==> src/rtl/dram_copy_pkg.sv <==
// Shared types and default widths for the data-RAM copy engine.
package dram_copy_pkg;

    localparam int unsigned DEF_AW = 8;
    localparam int unsigned DEF_DW = 8;

    typedef enum logic [1:0] {IDLE, READ, WRITE, DONE} copy_state_t;

endpackage

==> src/rtl/dram_copy_csum.sv <==
// Running mod-2**DW sum of the bytes committed by the copy engine.
module dram_copy_csum #(
    parameter int unsigned DW = 8
) (
    input  logic          clk,
    input  logic          rst_n,
    input  logic          clr,
    input  logic          add_en,
    input  logic [DW-1:0] data,
    output logic [DW-1:0] sum
);

    always_ff @(posedge clk or negedge rst_n) begin
        if (!rst_n) begin
            sum <= '0;
        end else if (clr) begin
            sum <= '0;
        end else if (add_en) begin
            sum <= sum + data;
        end
    end

endmodule

==> src/rtl/dram_copy_engine.sv <==
// Byte-wise RAM-to-RAM copy initiator (READ/WRITE cycle pairs, ascending addresses).
// Optional checksum output enabled by defining DRAM_COPY_CHECKSUM_EN.
module dram_copy_engine
    import dram_copy_pkg::*;
#(
    parameter int unsigned AW = DEF_AW,
    parameter int unsigned DW = DEF_DW
) (
    input  logic          CLK,
    input  logic          RST_N,
    input  logic          Start,
    input  logic          Abort,
    input  logic [AW-1:0] SrcAddr,
    input  logic [AW-1:0] DstAddr,
    input  logic [AW:0]   Length,
    input  logic [DW-1:0] MemIn,
    output logic [AW-1:0] Address,
    output logic          MemWrite,
    output logic [DW-1:0] WriteData,
    output logic          Busy,
    output logic          Done
`ifdef DRAM_COPY_CHECKSUM_EN
    ,
    output logic [DW-1:0] Checksum
`endif
);

    copy_state_t   state, state_d;
    logic [AW-1:0] src, src_d;
    logic [AW-1:0] dst, dst_d;
    logic [AW:0]   cnt, cnt_d;
    logic [DW-1:0] byte_buf, byte_buf_d;

    always_ff @(posedge CLK or negedge RST_N) begin
        if (!RST_N) begin
            state    <= IDLE;
            src      <= '0;
            dst      <= '0;
            cnt      <= '0;
            byte_buf <= '0;
        end else begin
            state    <= state_d;
            src      <= src_d;
            dst      <= dst_d;
            cnt      <= cnt_d;
            byte_buf <= byte_buf_d;
        end
    end

    always_comb begin
        state_d    = state;
        src_d      = src;
        dst_d      = dst;
        cnt_d      = cnt;
        byte_buf_d = byte_buf;
        case (state)
            IDLE: begin
                if (Start) begin
                    if (Length != '0) begin
                        src_d   = SrcAddr;
                        dst_d   = DstAddr;
                        cnt_d   = Length;
                        state_d = READ;
                    end else begin
                        state_d = DONE;
                    end
                end
            end
            READ: begin
                byte_buf_d = MemIn;
                state_d    = Abort ? DONE : WRITE;
            end
            WRITE: begin
                // The write commits at this edge even when aborting.
                src_d = src + 1'b1;
                dst_d = dst + 1'b1;
                cnt_d = cnt - 1'b1;
                if (Abort || cnt == (AW+1)'(1)) begin
                    state_d = DONE;
                end else begin
                    state_d = READ;
                end
            end
            default: state_d = IDLE;
        endcase
    end

    always_comb begin
        Address   = '0;
        MemWrite  = 1'b0;
        WriteData = '0;
        case (state)
            READ:  Address = src;
            WRITE: begin
                Address   = dst;
                MemWrite  = 1'b1;
                WriteData = byte_buf;
            end
            default: ;
        endcase
    end

    assign Busy = (state == READ) || (state == WRITE);
    assign Done = (state == DONE);

`ifdef DRAM_COPY_CHECKSUM_EN
    logic csum_clr;
    logic csum_add;

    assign csum_clr = (state == IDLE) && Start;
    assign csum_add = (state == WRITE);

    dram_copy_csum #(
        .DW(DW)
    ) u_csum (
        .clk   (CLK),
        .rst_n (RST_N),
        .clr   (csum_clr),
        .add_en(csum_add),
        .data  (byte_buf),
        .sum   (Checksum)
    );
`endif

endmodule

==> config.mk <==
export PLATFORM = sky130hd
export DESIGN_NAME = dram_copy_engine
export DESIGN_NICKNAME = d
export VERILOG_FILES = /design/src/rtl/dram_copy_pkg.sv /design/src/rtl/dram_copy_csum.sv /design/src/rtl/dram_copy_engine.sv
export SDC_FILE = /design/constraint.sdc
export NUM_CORES = 1
export LEC_CHECK = 0
export ABC_AREA = 1
export CORE_ASPECT_RATIO = 0.6
export CORE_UTILIZATION = 40
export CTS_CLUSTER_DIAMETER = 200
export DETAILED_ROUTE_END_ITERATION = 16
export GPL_ROUTABILITY_DRIVEN = 0
export PLACE_DENSITY = 0.72
export SYNTH_ARGS = -nofsm -noshare
export SYNTH_HDL_FRONTEND = slang
export SYNTH_SLANG_ARGS = --single-unit
==> constraint.sdc <==
create_clock -name CLK -period 1.5 [get_ports CLK]
set_input_delay 0.15 -clock CLK [delete_from_list [all_inputs] [get_ports CLK]]
set_output_delay 0.15 -clock CLK [all_outputs]
set_load 0.02 [all_outputs]
== Word level (Yosys, flattened, before mapping) ==
Cells that the tools add are included.

* Logic and storage cells: 37
* Memories kept: 0
* Bits in read-only memories: 0
* Input bits: 37
* Memory bits (writable): 0
* Bits in registers: 35
* Output and inout bits: 19
* Bits in latches: 0

* $add $sub $neg: 3
* Divide/modulo/power cells: 0
* Shift-type cells: 0
* Muxes and demuxes: 17
* Bitwise logic cells: 0
* Multipliers: 0
* Order comparisons: 0
* Reduce and logical (&&, ||, !) cells: 6
* Eq/ne operators: 6

{| class="wikitable"
|+ Operator list
! cell !! number
|-
| 8-bit one-hot mux with 2 select lines || 3
|-
| 8-bit two-way mux || 5
|-
| 9-bit two-way mux || 2
|-
| 9-bit one-hot mux with 2 select lines || 1
|-
| 8-bit by 1-bit adder with 8-bit output, second input constant || 2
|-
| 9-bit by 1-bit equality test with 1-bit output, second input constant || 1
|-
| 9-bit nonzero test || 1
|-
| 9-bit by 1-bit subtractor with 9-bit output, second input constant || 1
|-
| 2-bit two-way mux || 3
|-
| 2-bit one-hot mux with 3 select lines || 1
|-
| 2-bit equality test, second input constant || 2
|-
| 2-bit inequality test, second input constant || 2
|-
| 3-bit AND reduction || 1
|-
| 2-bit by 1-bit equality test with 1-bit output, second input constant || 1
|-
| 2-bit logical NOT || 1
|-
| 1-bit logical OR || 2
|-
| 1-bit two-way mux || 2
|-
| 2-bit nonzero test || 1
|}

== Logic depth before layout (Yosys ltp) ==
* Word-level depth: 4
* Gate-level depth with buffers: 11
* Mapped depth without buffers: 10

== Worst setup path after synthesis ==
Ideal clock, no wire load.

* Path type: register to output
* Start point: register state[0]
* End point: output Address[1]
* Stages on the path, launching flop included: 8
* Required time: 1.350 ns
* Slack: -0.321 ns
* Arrival time: 1.671 ns
* Path buffers: 3
* Cell sequence: dfrtp_1 > inv_1 > ha_1 > buf_6 > buf_2 > buf_2 > nand2_1 > a21oi_1

* Longest elaborated chain between the ends: 2
* Elaborated cells between the ends (all ways): 3
* Those cells by class: eq/ne: 2; mux: 1

{| class="wikitable"
|+ Ends and longest elaborated chain
! element !! line !! text
|-
| start, declared || dram_copy_engine.sv:28 || <nowiki>copy_state_t state, state_d;</nowiki>
|-
| start signal, assigned || dram_copy_engine.sv:42 || <nowiki>state <= state_d;</nowiki>
|-
| 2-bit equality test or 2-bit by 1-bit equality test with 1-bit output (tied branches) || dram_copy_engine.sv:92 || <nowiki>case (state)</nowiki>
|-
| 8-bit one-hot mux with 2 select lines * || dram_copy_engine.sv:92 ||
|-
| end, declared || dram_copy_engine.sv:17 || <nowiki>output logic [AW-1:0] Address,</nowiki>
|}

Mark *: on every way between the ends. The rest lies on a longest branch, timed or not.

== Worst setup path after layout ==
* Start point: register state[0]
* End point: output Address[0]

Same word-level chain as after synthesis.

==> flow_metrics.tcl <==
set metrics [dict create \
    status "complete, but fails checks" \
    violations "negative setup slack" \
    worstHoldPathType "in -> async" \
    worst-r2r-cell-count 11 \
    synthDistinctLibCells 26 \
    track_usage_pct 24.1 \
    avgViaCountPerCell 5.04 \
    synth-simple-area-share_pct 44.8 \
    finalNetCount 528 \
    fmax_ghz 0.581 \
    synth_top_family_by_area "simple AND/OR/NAND/NOR gates" \
    routed_wl_um 8060 \
    grt_pass1_vias 2700 \
    startpoint "state[0]$_DFFE_PN0P_" \
    netlist_area_um2 2500 \
    layout_common_cells "nand2_1 (147), buf_4 (39), clkdlybuf4s50_1 (36)" \
    post-place-ws_ns -0.457 \
    syn_area_per_cell_um2 6.57 \
    clk_path_buf_depth 2 \
    clock-sinks 35 \
    htreeDepth 2 \
    rrSetupSlack_ns -0.17 \
    pin_count 56 \
    cellLeakagePower_uw 0.00201 \
    vias 2835 \
    cp_data_arrival_time_ns 1.57 \
    cp_max_fo 8 \
    clock_latency_ns 0.30 \
    cp.required_ns 1.35 \
    grt-ovfl-total 0 \
    cts_buffers 5 \
    cts_tree "yes" \
    fin_cells 563 \
    core_um2 5810 \
    first_pass_iters 5 \
    drt-initial-drc-count 143 \
    setup_viol 43 \
    routedWlPerCell_um 14.3 \
    die_w_um 104 \
    postSynthNetCount 426 \
    dp_cells 538 \
    drv_cap 0 \
    hold_buffers 0 \
    power.switching_uw 4370 \
    r2r_start "state[1]$_DFFE_PN0P_" \
    clkPwrFrac_pct 7.9 \
    grt_pass1_wl_um 12500 \
    final_common_cell "nand2_1" \
    tightest_slew_ns 0.300 \
    ant_nets 0 \
    path_class "reg -> out" \
    synth_xor_area_share_pct 0 \
    dieArea_um2 6590 \
    synth-seq-cells 35 \
    hold_slack_ns 0.220 \
    crit_end "Address[0]" \
    dpl.hpwl_um 5100 \
    rsz0062_at_grt "yes" \
    seq_power_share_pct 20.7 \
    slew_viol_final 0 \
    synthMuxAreaShare_pct 0 \
    synthCells 381 \
    startpoint_type "register" \
    synth_compound_area_share_pct 6.65 \
    start_util_pct 43.1 \
    nFillCells 455 \
    grt_max_degree 36 \
    rows 21 \
    switching_share_pct 47.8 \
    peakVddDrop_uv 1260 \
    hold_viol_final 0 \
    cp-end-kind "output port" \
    period_share_pct 115 \
    slew_headroom_pct 79.8 \
    clock-skew-final_ns 0.00786 \
    antenna_found_initial 0 \
    final_util_pct 68.8 \
    yosys.area_share.adder_pct 4.00 \
    internal-power_uw 4770 \
    io_buffers 55 \
    die_height_um 63.3 \
    drc 0 \
    ys_seq_area_share_pct 35.0 \
    power_density_nw_per_um2 2290 \
    final_layout_size_suffix_gt1_share_pct 34.4 \
    root_buffer "clkbuf_8" \
    r2r_end "src[6]$_DFFE_PN0P_" \
    n_antenna_cell 0 \
    area_delta_synth_final_pct 59.6 \
    fin_ws_ns -0.223 \
    ys.warnings.count 0 \
    clk_pin_slew_ns 0.08 \
    p_comb_share_pct 71.4 \
    final.min_clock_period_ns 1.72 \
]
## worst max-delay path, stage by stage (launching register included)
cell,delay (ns)
dfrtp_1,0.38
inv_2,0.08
ha_4,0.29
clkinvlp_4,0.10
buf_12,0.15
a21oi_2,0.12
buf_4,0.16
## registers in the layout, indices dropped and copies added, names as in the netlist
| name | flops |
|---|---|
| dst | 8 |
| src | 8 |
| cnt | 9 |
| state | 2 |
| byte_buf | 8 |
## stage by stage
stage | power [µW] | instance area, µm² | TNS [ns]
2_1_floorplan | 4890 | 2550 | -0.433
6_report | 9140 | 3990 | -5.44
4_1_cts | 8000 | 3650 | -1.50
3_3_place_gp | 6510 | 3430 | -8.30
3_5_place_dp | 6680 | 3430 | -9.39
5_1_grt | 9820 | 3990 | -8.44
## synth_stat cells, drive strengths merged
cell	count	share of area, %
a21oi	8	1.6
nand2	183	28
nor3	2	0.40
nand4	4	1.0
inv	33	5.2
o21ai	20	5.0
clkinv	1	0.15
ha	8	4.0
nand3b	4	1.2
buf	13	4.1
or2	3	0.75
nand3	27	5.8
clkbuf	1	0.15
dfrtp	35	35
nor2	39	7.1
## power groups by stage
stage               sequential [µW]  combinational [µW]  clock, µW
global route                   1940                7090        784
detailed placement             1810                4860          0
finish                         1890                6530        723
CTS                            1810                5460        728
global placement               1800                4710          0
floorplan                      1790                3100          0
## metal layers
| layer | vias to the layer above | track usage, % | share of wire [%] |
|---|---|---|---|
| met4 | 0 | 8.75 | 1.7 |
| met3 | 18 | 5.38 | 5.9 |
| met1 | 1345 | 31.4 | 45 |
| li1 | 1386 | - | - |
| met2 | 86 | 39.3 | 48 |
| met5 | - | 0 | 0 |
## how the worst min path moves through the flow
| stage | end | slack (ns) | depth (start not counted) |
|---|---|---|---|
| finish | src[5]$_DFFE_PN0P_ | 0.22 | 2 |
| detailed placement | byte_buf[3]$_DFFE_PN0N_ | 0.46 | 2 |
| global route | src[5]$_DFFE_PN0P_ | 0.24 | 2 |
| CTS | src[5]$_DFFE_PN0P_ | 0.23 | 2 |
| global placement | byte_buf[4]$_DFFE_PN0N_ | 0.46 | 2 |
| floorplan | byte_buf[0]$_DFFE_PN0N_ | -0.15 | 0 |
## what timing repair did
item                                    4_1_cts  5_1_grt
endpoints found under the setup margin       53       46
endpoints found under the hold margin         0        0
pin swaps                                     4        9
resized for setup                           115       75
cloned                                        2        3
buffers inserted                              9        4
## cell type report
type | instances | area (µm²) | area share, %
Sequential cell | 35 | 876 | 21.9
Timing Repair Buffer | 108 | 1130 | 28.4
Timing Repair inverter | 1 | 8.76 | 0.219
Clock inverter | 1 | 5.00 | 0.125
Clock buffer | 6 | 82.6 | 2.07
Inverter | 34 | 149 | 3.73
Tap cell | 80 | 100 | 2.51
Multi-Input combinational cell | 298 | 1640 | 41.0
## kinds of logic after synthesis
| family | Yosys count |
|---|---|
| simple gates | 262 |
| fa+ha+maj | 8 |
| compound gates | 28 |
| flops | 35 |
| buf+inv | 48 |
Power figures use the tool's default switching activity.
